### src/rtl/riscv_ctrl_pkg.sv
// Shared RISC-V control definitions: operand-select codes and forwarding tracking entry.
// The EX operand muxes import the same select constants.
package riscv_ctrl_pkg;

  localparam int unsigned XLEN = 32;
  localparam int unsigned RA_W = 5;
  localparam int unsigned SEL_W = 3;

  localparam logic [SEL_W-1:0] SEL_REG = 3'b000;
  localparam logic [SEL_W-1:0] SEL_PC  = 3'b100;
  localparam logic [SEL_W-1:0] SEL_MEM = 3'b010;
  localparam logic [SEL_W-1:0] SEL_WB  = 3'b001;

  typedef struct packed {
    logic            valid;
    logic [RA_W-1:0] rd;
    logic            we;
    logic            load;
  } fwd_entry_t;

  // x0 never forwards, and only real writers are candidates.
  function automatic logic src_match(input fwd_entry_t e, input logic [RA_W-1:0] rs);
    return e.valid && e.we && (e.rd == rs) && (rs != RA_W'(0));
  endfunction

endpackage

### src/rtl/fwd_sel_unit_if.sv
// ID-side request and EX-side select bundle of the operand-select generator.
interface fwd_sel_unit_if;
  import riscv_ctrl_pkg::*;

  logic             id_valid;
  logic [RA_W-1:0]  id_rs1;
  logic [RA_W-1:0]  id_rs2;
  logic [RA_W-1:0]  id_rd;
  logic             id_we;
  logic             id_load;
  logic             id_use_pc;
  logic             flush;
  logic [SEL_W-1:0] ex_sel_a;
  logic [SEL_W-1:0] ex_sel_b;
  logic             stall;

  modport master (
    output id_valid, id_rs1, id_rs2, id_rd, id_we, id_load, id_use_pc, flush,
    input  ex_sel_a, ex_sel_b, stall
  );

  modport slave (
    input  id_valid, id_rs1, id_rs2, id_rd, id_we, id_load, id_use_pc, flush,
    output ex_sel_a, ex_sel_b, stall
  );

endinterface

### src/rtl/fwd_src_cmp.sv
// Per-operand source compare: picks the select code and flags a load-use hazard.
module fwd_src_cmp
  import riscv_ctrl_pkg::*;
(
  input  logic [RA_W-1:0]  rs,
  input  logic             use_pc,
  input  fwd_entry_t       ex_e,
  input  fwd_entry_t       mem_e,
  output logic [SEL_W-1:0] code_c,
  output logic             hazard_c
);

  logic hit_ex;
  logic hit_mem;

  assign hit_ex  = src_match(ex_e, rs);
  assign hit_mem = src_match(mem_e, rs);

  // A PC operand ignores its register source entirely, including hazards.
  assign hazard_c = !use_pc && hit_ex && ex_e.load;

  always_comb begin
    code_c = SEL_REG;
    if (use_pc) begin
      code_c = SEL_PC;
    end else if (hit_ex) begin
      code_c = ex_e.load ? SEL_REG : SEL_MEM;
    end else if (hit_mem) begin
      code_c = SEL_WB;
    end
  end

endmodule

### src/rtl/fwd_sel_unit.sv
// Tracks in-flight destinations across EX/MEM/WB and registers the EX operand-mux
// selects one cycle ahead; raises the load-use stall and inserts the EX bubble.
module fwd_sel_unit
  import riscv_ctrl_pkg::*;
(
  input logic           clk,
  input logic           rst,
  fwd_sel_unit_if.slave bus
);

  fwd_entry_t       ex_e;
  fwd_entry_t       mem_e;
  fwd_entry_t       wb_e;
  fwd_entry_t       ex_nxt;
  logic [SEL_W-1:0] code_a;
  logic [SEL_W-1:0] code_b;
  logic             haz_a;
  logic             haz_b;
  logic [SEL_W-1:0] sel_a_nxt;
  logic [SEL_W-1:0] sel_b_nxt;
  logic             stall_c;
  logic             unused_retired;

  fwd_src_cmp u_cmp_a (
    .rs       (bus.id_rs1),
    .use_pc   (bus.id_use_pc),
    .ex_e     (ex_e),
    .mem_e    (mem_e),
    .code_c   (code_a),
    .hazard_c (haz_a)
  );

  fwd_src_cmp u_cmp_b (
    .rs       (bus.id_rs2),
    .use_pc   (1'b0),
    .ex_e     (ex_e),
    .mem_e    (mem_e),
    .code_c   (code_b),
    .hazard_c (haz_b)
  );

  // Hazard bits already imply a valid load in ex_e.
  assign stall_c   = bus.id_valid && !bus.flush && (haz_a || haz_b);
  assign bus.stall = stall_c;

  // Flush, stall and empty ID all collapse to a bubble with REG selects.
  always_comb begin
    ex_nxt    = '0;
    sel_a_nxt = SEL_REG;
    sel_b_nxt = SEL_REG;
    if (bus.id_valid && !bus.flush && !stall_c) begin
      ex_nxt.valid = 1'b1;
      ex_nxt.rd    = bus.id_rd;
      ex_nxt.we    = bus.id_we;
      ex_nxt.load  = bus.id_load;
      sel_a_nxt    = code_a;
      sel_b_nxt    = code_b;
    end
  end

  always_ff @(posedge clk or posedge rst) begin
    if (rst) begin
      ex_e         <= '0;
      mem_e        <= '0;
      wb_e         <= '0;
      bus.ex_sel_a <= SEL_REG;
      bus.ex_sel_b <= SEL_REG;
    end else begin
      ex_e         <= ex_nxt;
      mem_e        <= ex_e;
      wb_e         <= mem_e;
      bus.ex_sel_a <= sel_a_nxt;
      bus.ex_sel_b <= sel_b_nxt;
    end
  end

  // The WB writer lands in the write-through register file, so nothing reads it here.
  assign unused_retired = ^wb_e;

endmodule

### src/flat_wrapper.sv
// flat-port wrapper written by rule: the top's interface ports become plain ports
module fwd_sel_unit_flat import riscv_ctrl_pkg::*;
  (clk, rst, bus_id_valid, bus_id_rs1, bus_id_rs2, bus_id_rd, bus_id_we, bus_id_load, bus_id_use_pc, bus_flush, bus_ex_sel_a, bus_ex_sel_b, bus_stall);
  fwd_sel_unit_if bus_i ();
  input logic clk;
  input logic rst;
  input wire logic [$bits(bus_i.id_valid)-1:0] bus_id_valid;
  input wire logic [$bits(bus_i.id_rs1)-1:0] bus_id_rs1;
  input wire logic [$bits(bus_i.id_rs2)-1:0] bus_id_rs2;
  input wire logic [$bits(bus_i.id_rd)-1:0] bus_id_rd;
  input wire logic [$bits(bus_i.id_we)-1:0] bus_id_we;
  input wire logic [$bits(bus_i.id_load)-1:0] bus_id_load;
  input wire logic [$bits(bus_i.id_use_pc)-1:0] bus_id_use_pc;
  input wire logic [$bits(bus_i.flush)-1:0] bus_flush;
  output wire logic [$bits(bus_i.ex_sel_a)-1:0] bus_ex_sel_a;
  output wire logic [$bits(bus_i.ex_sel_b)-1:0] bus_ex_sel_b;
  output wire logic [$bits(bus_i.stall)-1:0] bus_stall;
  assign bus_i.id_valid = bus_id_valid;
  assign bus_i.id_rs1 = bus_id_rs1;
  assign bus_i.id_rs2 = bus_id_rs2;
  assign bus_i.id_rd = bus_id_rd;
  assign bus_i.id_we = bus_id_we;
  assign bus_i.id_load = bus_id_load;
  assign bus_i.id_use_pc = bus_id_use_pc;
  assign bus_i.flush = bus_flush;
  assign bus_ex_sel_a = bus_i.ex_sel_a;
  assign bus_ex_sel_b = bus_i.ex_sel_b;
  assign bus_stall = bus_i.stall;
  fwd_sel_unit u_core (.clk(clk), .rst(rst), .bus(bus_i));
endmodule
### config.mk
export PLATFORM = sky130hd
export DESIGN_NAME = fwd_sel_unit_flat
export DESIGN_NICKNAME = d
export VERILOG_FILES = /design/src/rtl/riscv_ctrl_pkg.sv /design/src/rtl/fwd_sel_unit_if.sv /design/src/rtl/fwd_src_cmp.sv /design/src/rtl/fwd_sel_unit.sv /design/src/flat_wrapper.sv
export SDC_FILE = /design/constraint.sdc
export NUM_CORES = 1
export LEC_CHECK = 0
export ABC_AREA = 1
export CORE_MARGIN = 2
export CORE_UTILIZATION = 50
export CTS_CLUSTER_DIAMETER = 100
export DETAILED_ROUTE_END_ITERATION = 16
export PLACE_DENSITY = 0.88
export SLEW_MARGIN = 20
export SYNTH_ARGS = -nofsm -noshare
export SYNTH_HDL_FRONTEND = slang
export SYNTH_SLANG_ARGS = --single-unit
### constraint.sdc
create_clock -name clk -period 2.1 [get_ports clk]
set_clock_uncertainty 0.2 [all_clocks]
set_input_delay 0.21 -clock clk [delete_from_list [all_inputs] [get_ports clk]]
set_output_delay 0.21 -clock clk [all_outputs]
set_load 0.005 [all_outputs]
* After elaboration in Yosys (flattened, before gate mapping)
Cells that the tools add are included.
** Storage, ports and cells
- Output and inout port bits :: 7
- Register bits :: 21
** Operators by class
- Mux-type cells :: 9
- Reduce and logical (&&, ||, !) cells :: 22
- Eq/ne operators :: 4
** Operators by type and width (count)
- 5-bit equality test :: 4
- 1-bit logical AND :: 16
- 3-bit 2-to-1 mux :: 4
- 5-bit nonzero test :: 2
- 8-bit 2-to-1 mux :: 1
- 2-bit 2-to-1 mux :: 2
- 1-bit logical NOT :: 3
- 1-bit 2-to-1 mux :: 2
- 1-bit logical OR :: 1

* Depth between registers and ports, before layout
Gate-level depths: netlist (run 1).
- Word-level depth :: 10
- Mapped depth :: 10

* Modules after synthesis
From an unflattened synthesis (run 1), not the netlist that was laid out.
** Unflattened totals
- Cell total of the unflattened synthesis :: 193
- Area, all modules :: 1326.3 um^2
** By module, submodules not included
- fwd_sel_unit :: cells an instance 57, area each 725.7 um^2, times used 1
- fwd_src_cmp :: cells an instance 68, area each 300.3 um^2, times used 2

* Least setup slack after synthesis (run 1)
OpenSTA, ideal clock, no wires.
- Path kind :: register to output
- Start :: reg, netlist name u_core.ex_e[4]
- End :: out bus_stall
- Setup slack :: 0.691 ns
- Arrival time :: 0.999 ns
- Path buffers :: 0
- Required time :: 1.690 ns
- Cell stages (with the launch flop) :: 6
- Path through :: dfrtp_1 > xnor2_1 > nand2_1 > nor2_1 > nand3_1 > a21oi_1
** Between the ends
- Cells in the longest elaborated chain, start to end :: 7
- Elaborated cells between the ends (all ways) :: 11
- Classes of those cells :: 2 x eq/ne; 9 x reduce/logical
** Ends and longest elaborated chain
- 5-bit equality test :: line riscv_ctrl_pkg.sv:23 : return e.valid && e.we && (e.rd == rs) && (rs != RA_W'(0));
- 1-bit logical AND (2 in series) :: line riscv_ctrl_pkg.sv:23
- 1-bit logical AND (2 in series) :: line fwd_src_cmp.sv:20 : assign hazard_c = !use_pc && hit_ex && ex_e.load;
- 1-bit logical OR (*) :: line fwd_sel_unit.sv:43 : assign stall_c = bus.id_valid && !bus.flush && (haz_a || haz_b);
- 1-bit logical AND (*) :: line fwd_sel_unit.sv:43
- to (decl) :: line flat_wrapper.sv:17 : output wire logic [$bits(bus_i.stall)-1:0] bus_stall;
Mark *: on every way between the ends. The rest lies on a longest branch, timed or not.

* Final worst setup path (run 1)
- Start :: reg, netlist name u_core.ex_e[4]
- End :: out bus_stall
** Between the ends
- Cells in the longest elaborated chain, start to end :: 7
- Elaborated cells between the ends (all ways) :: 11
- Classes of those cells :: 2 x eq/ne; 9 x reduce/logical
** Ends and longest elaborated chain (line)
- 5-bit equality test :: riscv_ctrl_pkg.sv:23
- 1-bit logical AND (2 in series) :: riscv_ctrl_pkg.sv:23
- 1-bit logical AND (2 in series) :: fwd_src_cmp.sv:20
- 1-bit logical OR (*) :: fwd_sel_unit.sv:43
- 1-bit logical AND (*) :: fwd_sel_unit.sv:43
Marked as above.

==> qor.yml, run 1 <==
route:
  drc_errors: 0
  wl_um: 2370
  via_per_inst: 4.78
  dr_total_vias: 984
  drtPass1Iterations: 4
  top_layer: "met4"
  wl_met2_um: 1220
  route.met3.wl_um: 89
  ant_nets: 0
  wl_met1_um: 1020
  drt_iter0_markers: 13
  routedWlPerCell_um: 11.5
job:
  maxCapViolCount: 0
floorplan:
  die_w_um: 49.4
  die_area_um2: 2440
  core_area_um2: 1960
  initial_core_util_pct: 52.6
  row_count: 16
  io_pins: 29
  die_y_um: 49.4
critical_path:
  crit_fanout: 4
  critPathMaxStageDelay_ns: 0.43
  crit_path_top_delay_cell: "dfrtp_1"
  critical_path_class: "flip-flop to output port"
  cp.required_ns: 1.69
  cpMostUsedCell: "nand2_1"
  cp_cell_sequence: "inv_1 -> nand2_1 -> nand2_1 -> nand2_1 -> nor2_2 -> nand4_1 -> a21oi_1 -> clkbuf_2"
  endpoint_kind: "output port"
  reg2reg_setup_slack_ns: 0.28
  cp-start-kind: "flip-flop"
  critical_path_arrival_ns: 1.60
logic_synthesis:
  synth_top_area_share_pct: 48.5
  avgSynthCellArea_um2: 7.48
  yosys.cell_count.top_type: "nand2_1"
  netlist_instances: 138
  async_reset_ff_share_pct: 100
  yosys-top-cells-count: "nand2_1, inv_1, dfrtp_1, nor2_1, nand3_1"
  syn-num-nets: 160
  syn_area_um2: 1030
  synth_edf_count: 0
  synth.distinct_cells: 19
  synth_ff_type: "dfrtp_1"
  synthTopCellsByArea: "dfrtp_1, nand2_1, inv_1"
  yosys.area.top_type: "dfrtp_1"
  synth-seq-area-share_pct: 48.5
  yosysWarnings: 0
  synth_seq_cells: 20
timing:
  setup_viol: 0
  period_minus_slack_ns: 2.01
  hold_slack_ns: 0.0295
  max_freq_mhz: 498
  tns_ns: 0
  slew_viol_final: 0
  hold_viol: 0
  finalCritPeriodShare_pct: 95.5
layout:
  drive_above_1_share_pct: 12.8
  syn2layout_area_growth_pct: 41.3
  fin_util_pct: 74.4
  design_area_um2: 1460
  instances_no_fill: 206
  num-nets-final: 202
  num_antenna_cells: 0
global_routing:
  global_route.overflow_total: 0
  antenna_found_initial: 0
  grt_usage_pct: 23.0
  grt_pass1_wl_um: 4240
  grt_max_degree: 21
  first_global_vias: 1008
pwr:
  peakVddDrop_mv: 0.492
  power.leakage_uw: 0.000755
  powerDensity_nw_per_um2: 582
cts:
  htree_levels: 1
  clockBufferDepth: 2
  path_clk_slew_ns: 0.11
  cts_tree: "done"
  cts-root-buf: "clkbuf_4"
  clk_latency_ns: 0.30
  cts.sinks: 20
  cts_buffers: 3
min_path:
  hp-class: "input pin to asynchronous set/reset pin"
place:
  dp_hpwl_um: 1890
  place.gp.congestion: 0.888
  io_buffers: 27
  dpl-instance-area_um2: 1400
  placedCellCount: 201
outcome:
  outcome: "finished clean"
-- kinds of logic (layout without fill, tap and decap cells) --
group,after synthesis,in the layout,share of synthesized area (%)
flip-flops,20,20,48.5
buffers and inverters,33,74,13.1
AND/OR/NAND/NOR,71,71,29.6
other,1,1,0.363
XOR/XNOR,5,5,4.24
AO/OA/AOI/OAI,8,8,4.24
-- through the flow --
step | power (µW) | worst slack (ns)
6_report | 848 | 0.0936
3_5_place_dp | 543 | -0.273
3_3_place_gp | 540 | -0.212
5_1_grt | 888 | -0.0114
2_1_floorplan | 473 | 0.691
4_1_cts | 852 | 0.000962
-- report_power, final --
group          switching [µW]  internal (µW)  total [µW]
sequential               9.84            397         407
combinational            60.5           69.5         130
clock                     118            193         311
-- placed cells by master, fill, tap and decap left out, drive strengths merged --
master	n
dfrtp	20
xnor2	4
xor2	1
inv	31
nand4	3
nor3	3
bufinv	1
conb	1
clkdlybuf4s50	26
o22ai	3
nand3b	2
nand3	6
a21oi	3
nand2	35
or2	1
clkbuf	4
nor2	21
o21ai	2
buf	12
-- final timing paths --
| path | from | to | cells after the start |
|---|---|---|---|
| setup / recovery | u_core.ex_e[4] | bus_stall | 8 |
| hold / removal | rst | u_core.ex_e[1] | 3 |
| setup reg to reg | u_core.ex_e[4] | u_core.ex_e[5] | 10 |
| hold reg to reg | u_core.ex_e[7] | u_core.mem_e[7] | 0 |
| max in group asynchronous | rst | u_core.ex_e[5] | 3 |
| min in group clk | u_core.ex_e[7] | u_core.mem_e[7] | 0 |
-- state kept, by name, indices dropped and copies added (netlist names) --
name                 cells
u_core.bus.ex_sel_a      3
u_core.bus.ex_sel_b      2
u_core.ex_e              8
u_core.mem_e             7
-- cell type report --
cell class              count  area, µm²
clock buffers               3       22.5
multi-input cells          85        399
clock inverters             1       30.0
well taps                  27       33.8
inverters                  31        116
fillers                   158        503
repair buffers             39        355
flip-flops and latches     20        502
-- layer usage --
| layer | global-route usage, % | vias up |
|---|---|---|
| li1 | - | 489 |
| met1 | 28.3 | 461 |
| met2 | 41.7 | 28 |
| met3 | 1.84 | 6 |
| met4 | 8.33 | 0 |
| met5 | 0 | - |
-- worst max-delay path, delay by kind of cell, from the launching register on --
kind | cells | cell delay [ns]
AOI/OAI and AO/OA | 1 | 0.19
DFF | 1 | 0.43
buffers and inverters | 2 | 0.21
and+or+nand+nor | 5 | 0.45
-- repair_timing --
action / CTS / global route
setup endpoints to repair: 1 / 1
pin swaps: 0 / 3
gates cloned: 0 / 0
buffers inserted: 0 / 1
resized for setup: 2 / 3
hold buffers: 0 / 0
Note: power is estimated with default switching activity, not from simulation.
==> run 2, diff against run 1 <==
--- a/config.mk
+++ b/config.mk
@@ -10,6 +10,7 @@
 export CORE_UTILIZATION = 50
 export CTS_CLUSTER_DIAMETER = 100
 export DETAILED_ROUTE_END_ITERATION = 16
+export HOLD_SLACK_MARGIN = 0.06
 export PLACE_DENSITY = 0.88
 export SLEW_MARGIN = 20
 export SYNTH_ARGS = -nofsm -noshare
==> run 2 against run 1 <==
Clock-buffer cell count is the same. Routed wire length increased by 0.55%. Critical path depth did not move. Total power grew 0.19%. Final cell count is 0.49% higher. First-iteration DRC count unchanged. Maximum frequency is the same. Sequential power hardly changed. Critical endpoint unchanged. Largest cell class unchanged. Largest power group unchanged.
==> qor.yml, run 2 (synthesis gave the netlist of run 1 again) <==
layout:
  instances_no_fill: 207  # +0.49%
  largestRegisters: "u_core.ex_e (8), u_core.mem_e (7), u_core.bus.ex_sel_a (3)"
  syn2layout_area_growth_pct: 42.3
  largest_reg_flops: 8  # unchanged
  final_cell_mix: "nand2_1, inv_1, clkdlybuf4s50_1"
  layout_commonest_cell: "nand2_1"
  largest-register: "u_core.ex_e"
  ff_latch_area_um2: 502  # unchanged
  num_antenna_cells: 0  # unchanged
  multi_input_comb_area_um2: 399  # unchanged
  drive_above_1_share_pct: 12.8  # -0.071 points
  num-nets-final: 203  # +0.50%
  fill_cells: 157  # -0.63%
  fin_util_pct: 74.9  # +0.51 points
global_routing:
  first_global_vias: 1014  # +0.60%
  grt_usage_pct: 23.1  # +0.13 points
  grt_max_degree: 21  # unchanged
  antenna_found_initial: 0  # unchanged
  grt_pass1_wl_um: 4260  # +0.49%
  global_route.overflow_total: 0  # unchanged
floorplan:
  initial_core_util_pct: 52.6  # unchanged
  core_area_um2: 1960  # unchanged
  row_count: 16  # unchanged
  die_w_um: 49.4  # unchanged
  die_area_um2: 2440  # unchanged
  io_pins: 29  # unchanged
  die_y_um: 49.4  # unchanged
route:
  routedWlPerCell_um: 11.5  # about the same
  dr_total_vias: 988  # +0.41%
  wl_met2_um: 1230  # +0.90%
  drtPass1Iterations: 4  # unchanged
  top_layer: "met4"
  drc_errors: 0  # unchanged
  drt_iter0_markers: 13  # unchanged
  ant_nets: 0  # unchanged
  wl_um: 2380  # +0.55%
  route.met3.wl_um: 87  # -2.2%
  via_per_inst: 4.77  # about the same
  wl_met1_um: 1020  # +0.49%
critical_path:
  cp.required_ns: 1.69  # about the same
  cp-start-kind: "flip-flop"
  critical_path_arrival_ns: 1.60  # about the same
  endpoint_kind: "output port"
  crit_fanout: 4  # unchanged
  reg2reg_setup_slack_ns: 0.28  # about the same
  critical_path_class: "flip-flop to output port"
cts:
  cts_tree: "done"
  cts-root-buf: "clkbuf_4"
  clockBufferDepth: 2  # unchanged
  cts_buffers: 3  # unchanged
  cts.sinks: 20  # unchanged
  path_clk_slew_ns: 0.11  # about the same
  clk_latency_ns: 0.30  # about the same
  htree_levels: 1  # unchanged
place:
  dp_hpwl_um: 1890  # unchanged
  place.gp.congestion: 0.888  # unchanged
  placedCellCount: 201  # unchanged
  io_buffers: 27  # unchanged
timing:
  period_minus_slack_ns: 2.01  # unchanged
  max_freq_mhz: 498  # unchanged
  hold_slack_ns: 0.187  # +0.157 ns
  slew_viol_final: 0  # unchanged
  hold_viol: 0  # unchanged
  setup_viol: 0  # unchanged
  finalCritPeriodShare_pct: 95.5  # unchanged
job:
  maxCapViolCount: 0  # unchanged
outcome:
  outcome: "finished clean"
min_path:
  hp-class: "flip-flop to flip-flop"
pwr:
  power.leakage_uw: 0.000760  # +0.55%
  peakVddDrop_mv: 0.492  # about the same
  powerDensity_nw_per_um2: 579  # -0.50%
==> run 2: repair_timing <==
action | CTS | global route
buffers inserted | 0 | 1
pin swaps | 0 | 3
resized for setup | 2 | 3
cloned | 0 | 0
setup endpoints to repair | 1 | 1
hold buffers | 1 | 0
endpoints found under the hold margin | 20 | 0
==> run 2: worst paths after layout <==
path                                      from         endpoint  depth (start not counted)
worst min-delay path            u_core.ex_e[7]  u_core.mem_e[7]                          0
worst max-delay path            u_core.ex_e[4]        bus_stall                          8
max in group asynchronous                  rst   u_core.ex_e[5]                          4
min in group asynchronous                  rst   u_core.ex_e[1]                          4
worst max register to register  u_core.ex_e[4]   u_core.ex_e[5]                         10
worst min register to register  u_core.ex_e[7]  u_core.mem_e[7]                          0
==> run 2: cell type report <==
| type | count | area share [%] |
|---|---|---|
| clock inverters | 1 | 2.04 |
| repair buffers | 40 | 24.9 |
| clock buffers | 3 | 1.53 |
| multi-input cells | 85 | 27.2 |
| inverters | 31 | 7.92 |
| well taps | 27 | 2.30 |
| flip-flops and latches | 20 | 34.2 |
==> run 2: per-stage QoR <==
stage	total power, µW	setup TNS [ns]	setup slack (ns)	area, µm²
floorplan	473	0	0.691	1030
global placement	540	-0.212	-0.212	1400
detailed placement	543	-0.273	-0.273	1400
CTS	853	0	0.000962	1460
global route	890	-0.0114	-0.0114	1470
finish	850	0	0.0936	1470
==> run 2: layer usage <==
layer	vias up	GRT usage, %
met5	-	0
met4	0	8.33
met2	28	42.1
li1	491	-
met1	463	28.3
met3	6	1.84
==> run 2: critical path, cell delays in order, from the launching register on <==
cell and delay [ns]:
dfrtp_1 0.43, inv_1 0.06, nand2_1 0.05, nand2_1 0.08, nand2_1 0.07, nor2_2 0.12
nand4_1 0.13, a21oi_1 0.19, clkbuf_2 0.15
==> run 2: report_power, final <==
part	leakage, µW	switching, µW	internal (µW)	total, µW
clock network	0.0000279	119	193	311
logic	0.000463	60.8	70.7	132
registers	0.000269	9.84	397	407
